### src/rtl/svtests_vcd_heartbeat_gen.sv
// svtests_vcd_heartbeat_gen: multi-channel heartbeat counters with prescaler, run control and rolling signature
//   clk        - rising-edge clock
//   rst_n      - asynchronous active-low reset
//   start      - begin a run from IDLE or DONE
//   abort      - return to IDLE, clearing counters (signature is kept)
//   counters   - packed per-channel counters, channel i at [i*WIDTH +: WIDTH]
//   tick_count - ticks completed in the current run
//   signature  - rotate-left-and-xor digest of every counter update
//   busy       - high while running
//   done       - run-complete flag (level in one-shot, one-cycle pulse in continuous)
module svtests_vcd_heartbeat_gen #(
    parameter int CHANNELS   = 4,
    parameter int WIDTH      = 8,
    parameter int LIMIT      = 16,
    parameter int PRESCALE   = 1,
    parameter int STEP       = 1,
    parameter int CONTINUOUS = 0
) (
    input  logic                         clk,
    input  logic                         rst_n,
    input  logic                         start,
    input  logic                         abort,
    output logic [CHANNELS*WIDTH-1:0]    counters,
    output logic [$clog2(LIMIT+1)-1:0]   tick_count,
    output logic [WIDTH-1:0]             signature,
    output logic                         busy,
    output logic                         done
);
    localparam int TW = $clog2(LIMIT + 1);
    localparam int PW = PRESCALE > 1 ? $clog2(PRESCALE) : 1;

    typedef enum logic [1:0] {IDLE, RUN, DONE} state_t;

    state_t                         state_q, state_d;
    logic [PW-1:0]                  pre_q, pre_d;
    logic [CHANNELS-1:0][WIDTH-1:0] cnt_q, cnt_d, cnt_inc;
    logic [TW-1:0]                  tick_q, tick_d, tick_inc;
    logic [WIDTH-1:0]               sig_q, sig_d, sig_mix;
    logic                           done_q, done_d;
    logic                           tick, last;

    // Candidate values for the next tick; only committed when a tick occurs.
    always_comb begin
        sig_mix = '0;
        for (int i = 0; i < CHANNELS; i++) begin
            cnt_inc[i] = cnt_q[i] + WIDTH'(STEP * (i + 1));
            sig_mix    = sig_mix ^ cnt_inc[i];
        end
    end

    assign tick     = (state_q == RUN) && (pre_q == PW'(PRESCALE - 1));
    assign tick_inc = tick_q + TW'(1);
    assign last     = tick_inc == TW'(LIMIT);

    always_comb begin
        state_d = state_q;
        pre_d   = pre_q;
        cnt_d   = cnt_q;
        tick_d  = tick_q;
        sig_d   = sig_q;
        done_d  = done_q;
        if (abort) begin
            // abort dominates start; signature deliberately survives
            state_d = IDLE;
            pre_d   = '0;
            cnt_d   = '0;
            tick_d  = '0;
            done_d  = 1'b0;
        end else if (state_q != RUN) begin
            if (start) begin
                state_d = RUN;
                pre_d   = '0;
                cnt_d   = '0;
                tick_d  = '0;
                sig_d   = '0;
                done_d  = 1'b0;
            end
        end else begin
            // in RUN done only stays high on the cycle after a completing tick
            done_d = 1'b0;
            pre_d  = tick ? '0 : pre_q + PW'(1);
            if (tick) begin
                cnt_d  = cnt_inc;
                sig_d  = {sig_q[WIDTH-2:0], sig_q[WIDTH-1]} ^ sig_mix;
                tick_d = tick_inc;
                if (last) begin
                    done_d = 1'b1;
                    if (CONTINUOUS != 0) tick_d = '0;
                    else state_d = DONE;
                end
            end
        end
    end

    always_ff @(posedge clk or negedge rst_n) begin
        if (!rst_n) begin
            state_q <= IDLE;
            pre_q   <= '0;
            cnt_q   <= '0;
            tick_q  <= '0;
            sig_q   <= '0;
            done_q  <= 1'b0;
        end else begin
            state_q <= state_d;
            pre_q   <= pre_d;
            cnt_q   <= cnt_d;
            tick_q  <= tick_d;
            sig_q   <= sig_d;
            done_q  <= done_d;
        end
    end

    assign counters   = cnt_q;
    assign tick_count = tick_q;
    assign signature  = sig_q;
    assign busy       = state_q == RUN;
    assign done       = done_q;
endmodule

### config.mk
export PLATFORM = sky130hd
export DESIGN_NAME = svtests_vcd_heartbeat_gen
export DESIGN_NICKNAME = d
export VERILOG_FILES = /design/src/rtl/svtests_vcd_heartbeat_gen.sv
export SDC_FILE = /design/constraint.sdc
export NUM_CORES = 1
export LEC_CHECK = 0
export CAP_MARGIN = 5
export CORE_MARGIN = 1
export CORE_UTILIZATION = 46
export DETAILED_ROUTE_END_ITERATION = 7
export GPL_TIMING_DRIVEN = 0
export PLACE_DENSITY = 0.84
export SETUP_SLACK_MARGIN = 0.4
export SLEW_MARGIN = 15
export SYNTH_ARGS = -nofsm -noshare
export SYNTH_HDL_FRONTEND = slang
export SYNTH_SLANG_ARGS = --single-unit
export TNS_END_PERCENT = 1
### constraint.sdc
create_clock -name clk -period 1.9 [get_ports clk]
set_input_delay 0.285 -clock clk [delete_from_list [all_inputs] [get_ports clk]]
set_output_delay 0.285 -clock clk [all_outputs]
set_load 0.05 [all_outputs]
# Word-level counts from Yosys, hierarchy flattened

Cells that the tools add are included.
W data, S select, Z words.

Register bits after elaboration: 49
Bits in latches: 0
Memory bits (writable): 0
Bits in read-only memories: 0
Output and inout bits: 47
Word-level logic and storage cells: 57
Memories: 0

Add/sub/neg operators: 6
$mul: 0
Div/mod/pow operators: 0
Order comparisons: 0
Equal/unequal tests: 5
Shift operators: 0
Mux-type cells: 24
Bitwise operators: 6
Reductions and logical operators: 7

Operator list:

| kind                  | number |
|---|---|
| $mux W32              | 4 |
| $xor A8 B8 Y8         | 4 |
| $mux W8               | 3 |
| $mux W5               | 4 |
| $add A8 B2 Y8 const B | 2 |
| $mux W2               | 5 |
| $add A8 B1 Y8 const B | 1 |
| $add A8 B3 Y8 const B | 1 |
| $mux W1               | 8 |
| $reduce_and A3 Y1     | 2 |
| $reduce_bool A3 Y1    | 2 |
| $add A5 B1 Y5 const B | 1 |
| $eq A5 B5 Y1 const B  | 1 |
| $ne A3 B3 Y1 const B  | 1 |
| $eq A2 B1 Y1 const B  | 1 |
| $ne A2 B1 Y1 const B  | 1 |
| $ne A2 B2 Y1 const B  | 1 |
| $not A1 Y1            | 2 |
| $reduce_and A2 Y1     | 1 |
| $reduce_bool A2 Y1    | 1 |
| $add A1 B1 Y1 const B | 1 |
| $logic_and A1 B1 Y1   | 1 |

# Depth between registers and ports, before layout

Gate-level depths: netlist of run 1.

Depth after elaboration: 7
Depth in mapped cells: 8
Mapped depth without buffers: 7

# Worst setup path after synthesis of run 1

No wires, ideal clock.

Path kind: reg2reg
From: register cnt_q (netlist bit counters[26])
To: register sig_q[6], in the netlist signature[6]
Data arrival time: 2090 ps
Data required time: 1817 ps
Path slack: -273 ps
Cell stages (with the launch flop): 7
Clock period less this slack: 2173 ps
Cell sequence: dfrtp_1 -> ha_1 -> nand3_1 -> xor2_1 -> xnor3_1 -> xnor3_1 -> o21ai_0

Word-level cells in the longest chain between the ends: 5

RTL lines:

| item                   | line | source |
|---|---|---|
| from (decl)            | 36   | `logic [CHANNELS-1:0][WIDTH-1:0] cnt_q, cnt_d, cnt_inc;` |
| from (signal assigned) | 106  | `cnt_q <= cnt_d;` |
| $add A8 B3 Y8          | 46   | `cnt_inc[i] = cnt_q[i] + WIDTH'(STEP * (i + 1));` |
| $xor A8 B8 Y8          | 47   | `sig_mix = sig_mix ^ cnt_inc[i];` |
| $xor A8 B8 Y8          | 84   | `sig_d = {sig_q[WIDTH-2:0], sig_q[WIDTH-1]} ^ sig_mix;` |
| $mux W8                | 82   | `if (tick) begin` |
| $mux W8                | 69   | `end else if (state_q != RUN) begin` |
| to (signal assigned)   | 108  | `sig_q <= sig_d;` |
| to (decl)              | 38   | `logic [WIDTH-1:0] sig_q, sig_d, sig_mix;` |

Every way passes these cells. The select of a mux whose other input is x is not followed.
A chain may end at the register's enable or synchronous reset.

# Worst setup path after layout of run 1

From: register state_q[1]
To: register cnt_q (netlist bit counters[20])

Word-level cells in the longest chain between the ends: 4

RTL lines:

| item                                | line | source |
|---|---|---|
| from (decl)                         | 34   | `state_t state_q, state_d;` |
| from (signal assigned)              | 104  | `state_q <= state_d;` |
| $eq A2 B1 Y1                        | 51   | `assign tick = (state_q == RUN) && (pre_q == PW'(PRESCALE - 1));` |
| $logic_and A1 B1 Y1                 | 51   |  |
| $reduce_bool A3 Y1 (no source line) | --   |  |
| $reduce_and A2 Y1 (no source line)  | --   |  |

Parallel ways exist; a longest one is shown, timed or not.

==> metrics.yaml, run 1 <==
status: "complete, no violations"
num-nets-final: 344
worstMarginPinSlew_ps: 513
dieArea_um2: 5830
die_h_um: 76.4
finalCritPeriodShare_pct: 92.3
ys.flop_type: "dfrtp_1"
ys_seq_area_share_pct: 45.2
core_area_um2: 5200
slew_violations: 0
p_sw_share_pct: 32.3
grt_max_degree: 34
comb_power_share_pct: 24.8
final_util_pct: 68.6
r2r-start: "state_q[1]"
synth_edf_count: 0
path_max_fanout: 7
syn2layout_area_growth_pct: 40.3
holdCritPathClass: "in2async"
clock_latency_ps: 300
clockBufferDepth: 2
setup_viol: 0
p_leak_nw: 1.64
drt-initial-drc-count: 95
worst_ep_arrival_time_ps: 1970
drv_cap: 0
gp_congestion: 0.779
p_switching_w: 0.000728
fmax_ghz: 0.570
maxSlewHeadroom_pct: 65.9
seqPwrFrac_pct: 47.7
grt_pass1_vias: 2128
diodes: 0
power.density_nw_per_um2: 632
syn_area_um2: 2540
antenna_found_initial: 0
port_buffers: 47
yosysUniqueCellTypes: 34
fin_cells: 406
wl_per_cell_um: 16.6
synth-seq-cells: 46
peakVddDrop_mv: 0.590
grt_pass1_wl_mm: 10.5
dpl_cell_area_um2: 3270
cts_root_buf: "clkbuf_8"
rsz0062_at_grt: "true"
h-tree-depth: 2
p_clk_share_pct: 27.6
grt_usage_pct: 22.8
grt_overflow: 0
numPlacedInstances: 389
drc: 0
cp-start-kind: "register"
dp_hpwl_mm: 4.33
avgViaCountPerCell: 5.50
r2r.worst_path.cells: 6
hold_violations: 0
path_class: "reg2reg"
cts_sinks: 46
die_w_um: 76.4
first_pass_iters: 4
vias: 2235
numCtsBuffers: 5
syn_avg_cell_area_um2: 9.46
reg2reg_slack_ps: 150
final_layout_size_suffix_gt1_share_pct: 23.5
finalWirelength_mm: 6.72
setup_tns_ps: 0
ys.warnings.count: 0
io_pins: 51
synthArstFlopShare_pct: 100
fillCellCount: 393
cp_data_required_time_ps: 2110
skew_ps: 7.35
cts_tree: "yes"
start_util_pct: 48.9
clk_pin_slew_ps: 90
syn_inst: 269
p_int_w: 0.00153
endpoint_kind: "register"
period_needed_ps: 1750
worstReg2RegEnd: "counters[20]"
finalInstanceArea_um2: 3570
ant_nets: 0
p_total_w: 0.00226
rows: 26
==> area by class of cell <==
class | instances | area (um^2) | share of cell area, %
multi-input combinational | 209 | 1540 | 43.0
timing repair buffer | 57 | 536 | 15.0
clock buffer | 7 | 86.3 | 2.42
buffer | 13 | 129 | 3.61
clock inverter | 1 | 5.00 | 0.140
tap | 70 | 87.6 | 2.45
sequential | 46 | 1180 | 33.0
inverter | 3 | 11.3 | 0.315
==> registers in the layout, summed over array words and instances (netlist names) <==
register	cells
done	1
counters	29
state_q	2
signature	8
pre_q	1
tick_count	5
==> critical path: stages (launching register included) <==
cell	delay, ps
dfrtp_1	390
or3b_1	380
buf_6	140
or2_1	230
buf_6	150
clkbuf_16	160
o31ai_2	210
==> power groups by stage <==
stage               clock network (W)  logic (W)  registers [W]
finish                       0.000622   0.000559        0.00108
global route                 0.000671   0.000595        0.00108
CTS                          0.000631   0.000517        0.00107
detailed placement                  0   0.000529        0.00109
global placement                    0   0.000518        0.00109
floorplan                           0   0.000237        0.00122
==> synth_stat cells, drive strengths merged (4+ instances only) <==
library cell	count	area, um^2
o31ai	7	52.6
nor2	18	70.1
clkbuf	5	18.8
ha	5	62.6
xnor2	34	298
buf	8	53.8
o21ai	49	245
a21oi	4	23.8
xor2	11	96.3
a22o	4	35.0
nand3	8	40.0
nand2	38	143
dfrtp	46	1150
and2	6	37.5
==> cell usage in the layout (no fill, tap or decap), drive strengths merged <==
| cell | instances |
|---|---|
| nor3b | 2 |
| a311oi | 1 |
| ha | 5 |
| clkdlybuf4s50 | 1 |
| dlygate4sd3 | 1 |
| conb | 3 |
| or2 | 2 |
| inv | 3 |
| o2111ai | 1 |
| dfrtp | 46 |
| a21oi | 4 |
| nand3 | 8 |
| xor2 | 11 |
| nand2 | 38 |
| buf | 21 |
| nor3 | 1 |
| clkdlybuf4s15 | 1 |
| nand2b | 2 |
| xnor3 | 3 |
| nand4b | 1 |
| and3 | 3 |
| clkbuf | 9 |
| and2 | 6 |
| xnor2 | 34 |
| nor2 | 18 |
| or3b | 1 |
| nand3b | 3 |
| o31ai | 7 |
| nor2b | 1 |
| dlygate4sd2 | 44 |
| o21ai | 49 |
| a21boi | 1 |
| a22o | 4 |
| clkinv | 1 |
==> worst max-delay path by stage <==
stage	from	to	slack (ps)	depth (start not counted)
after CTS	state_q[0]	counters[11]	160	7
after floorplan	counters[1]	signature[6]	220	6
final	state_q[1]	counters[20]	150	6
after global routing	state_q[1]	counters[5]	110	8
after global placement	rst_n	counters[2]	-1080	1
after detailed placement	abort	counters[6]	-490	7
==> kinds of logic after synthesis <==
kind of cell             count (synthesis)  synth area share (%)
XOR/XNOR                                48                  18.1
other                                    1                 0.147
AND/OR/NAND/NOR                         86                  15.7
adder cells (fa/ha/maj)                  5                  2.46
flip-flops                              46                  45.2
buffers and inverters                   16                  3.29
AO/OA/AOI/OAI                           67                  15.0
==> through the flow <==
step                      setup WS, ps  hold slack [ps]
final                              146              417
after global routing               105              446
after CTS                          160              427
after detailed placement          -491              203
after global placement           -1080              504
after floorplan                    219            -10.6
==> what timing repair did <==
item,CTS,global route
hold buffers,1,0
gates cloned,0,3
setup endpoints to repair,85,85
pin swaps,0,10
buffers inserted,1,4
hold endpoints to repair,13,0
gates resized for setup,61,54
==> metal layers <==
metal  track usage (%)  wire length, um  vias up
met5                 0                0        -
met4              7.12              124        0
met3              3.11              339       11
met1              29.8             2850     1117
met2              39.0             3410       65
li1                  -                -     1042
Power figures use the tool's default switching activity.
==> inputs of run 2 (changes only) <==
Settings changed: CORE_ASPECT_RATIO from default to 0.75.
==> run 2 against run 1 <==
Net effect: the run now ends with design-rule violations left; critical path type unchanged; critical path depth is 2 higher; highest routed layer unchanged; worst setup slack better by 6.4 ps; final cell count is 4.4% higher; die area hardly changed; first-iteration DRC count is 58% higher; utilization is 0.090 points higher; largest power group unchanged.
==> metrics.yaml, run 2 (synthesis results as in run 1) <==
status: "finished with violations"
violations: "design-rule violations"
mostFrequentLayoutCell: "dlygate4sd2_1"
ant_nets: 0  # unchanged
r2r-start: "state_q[1]"
worst_ep_arrival_time_ps: 1960  # about the same
period_needed_ps: 1750  # -6.44 ps
hold_violations: 0  # unchanged
grt_usage_pct: 24.6  # +1.8 points
hold_ws_ps: 477  # +60.4 ps
final_util_pct: 68.7  # +0.090 points
core_area_um2: 5320  # +2.3%
crit_path_frequent_cell: "buf_4"
dpl_cell_area_um2: 3290  # +0.42%
drt-initial-drc-count: 150  # +58%
cp_data_required_time_ps: 2120  # about the same
setup_viol: 0  # unchanged
fin_cells: 424  # +4.4%
worstReg2RegEnd: "counters[11]"
avgViaCountPerCell: 5.43  # -1.3%
finalWirelength_mm: 7.06  # +5.0%
rows: 23  # -12%
fmax_ghz: 0.572  # +0.37%
cts_sinks: 46  # unchanged
crit_chain: "buf_4 -> nor2b_1 -> buf_4 -> nand2_1 -> a21oi_4 -> buf_4 -> o21ai_0 -> o21ai_0"
antenna_found_initial: 0  # unchanged
wl_per_cell_um: 16.6  # +0.50%
numCtsBuffers: 5  # unchanged
numPlacedInstances: 394  # +1.3%
crit_start: "state_q[1]"
grt_pass1_wl_mm: 10.5  # +0.39%
h-tree-depth: 2  # unchanged
p_leak_nw: 1.69  # +2.9%
die_h_um: 66.4  # -13%
worstHoldPathCells: 2
max_stage_delay_ps: 390  # about the same
die_w_um: 87.9  # +15%
io_pins: 51  # unchanged
clockBufferDepth: 2  # unchanged
drc: 2  # +2
clk_pin_slew_ps: 80  # about the same
maxSlewHeadroom_pct: 60.8  # -5.1 points
final_cell_mix: "dlygate4sd2_1 (44), nand2_1 (38), xnor2_1 (33), o21ai_0 (27), dfrtp_1 (27)"
wl_met3_um: 404  # +19%
finalInstanceArea_um2: 3660  # +2.4%
reg2reg_slack_ps: 150  # about the same
dp_hpwl_mm: 4.60  # +6.2%
path_class: "reg2reg"
met2_length_mm: 3.48  # +2.1%
path_max_fanout: 7  # unchanged
final_layout_size_suffix_gt1_share_pct: 25.8  # +2.3 points
cts_root_buf: "clkbuf_8"
m1WireLength_mm: 3.10  # +8.7%
start_util_pct: 47.8  # -1.1 points
port_buffers: 47  # unchanged
endpoint_kind: "register"
finalCritPeriodShare_pct: 92.0  # -0.34 points
grt_overflow: 0  # unchanged
syn2layout_area_growth_pct: 43.7
worstMarginPinSlew_ps: 587  # +73.9 ps
grt_max_degree: 25  # -26%
largest_reg_flops: 29  # unchanged
r2r.worst_path.cells: 8  # +2
rsz0062_at_grt: "true"
setup_tns_ps: 0  # unchanged
cts_tree: "yes"
diodes: 0  # unchanged
drv_cap: 0  # unchanged
num-nets-final: 357  # +3.8%
slew_violations: 0  # unchanged
maxUsedRoutingLayer: "met4"
cp-start-kind: "register"
holdCritPathClass: "in2reg"
worstSetupEndpoint: "counters[11]"
vias: 2304  # +3.1%
clock_latency_ps: 300  # about the same
first_pass_iters: 6  # +2
critPathSlowestCell: "dfrtp_1"
gp_congestion: 0.805  # +3.4%
peakVddDrop_mv: 0.465  # -21%
skew_ps: 6.95  # -0.396 ps
dieArea_um2: 5840  # about the same
grt_pass1_vias: 2100  # -1.3%
power.density_nw_per_um2: 615  # -2.6%
==> run 2: final cells by class <==
class / instances / area (um^2)
clock buffers: 8 / 80.1
repair buffers: 70 / 633
plain buffers: 13 / 128
multi-input cells: 209 / 1530
inverters: 3 / 11.3
well taps: 75 / 93.8
fillers: 409 / 1670
flip-flops and latches: 46 / 1180
==> run 2: power by group <==
group          switching [W]  internal [W]  leakage, nW
sequential         0.0000518       0.00102        0.602
combinational       0.000356      0.000231         1.04
clock               0.000329      0.000262       0.0395
==> run 2: through the flow <==
| step | power [W] | setup slack (ps) |
|---|---|---|
| after CTS | 0.00221 | 163 |
| after detailed placement | 0.00163 | -535 |
| after floorplan | 0.00145 | 219 |
| final | 0.00225 | 153 |
| after global placement | 0.00161 | -1020 |
| after global routing | 0.00234 | 75.9 |
==> run 2: worst min path at each step <==
stage	startpoint	to	slack, ps
global route	abort	state_q[1]	500
global placement	counters[7]	counters[7]	500
CTS	abort	state_q[1]	470
detailed placement	rst_n	signature[4]	320
floorplan	rst_n	counters[10]	-10
finish	abort	state_q[1]	480
==> run 2: metal layers <==
layer,vias up,track usage (%)
met2,70,38.6
met3,7,4.37
li1,1073,-
met5,-,0
met1,1154,33.9
met4,0,9.02
==> run 2: timing repair <==
item / CTS / global route
setup buffers: 9 / 9
endpoints found under the hold margin: 23 / 0
pin swaps: 5 / 8
hold buffers: 1 / 0
gates resized for setup: 78 / 34
setup endpoints to repair: 85 / 85
cloned: 1 / 2
==> run 2: worst max-delay path: cells and delay by family (launching register included) <==
| family | cells | cell delay [ps] |
|---|---|---|
| simple gates | 2 | 220 |
| flops | 1 | 390 |
| buf+inv | 3 | 510 |
| compound gates | 3 | 530 |
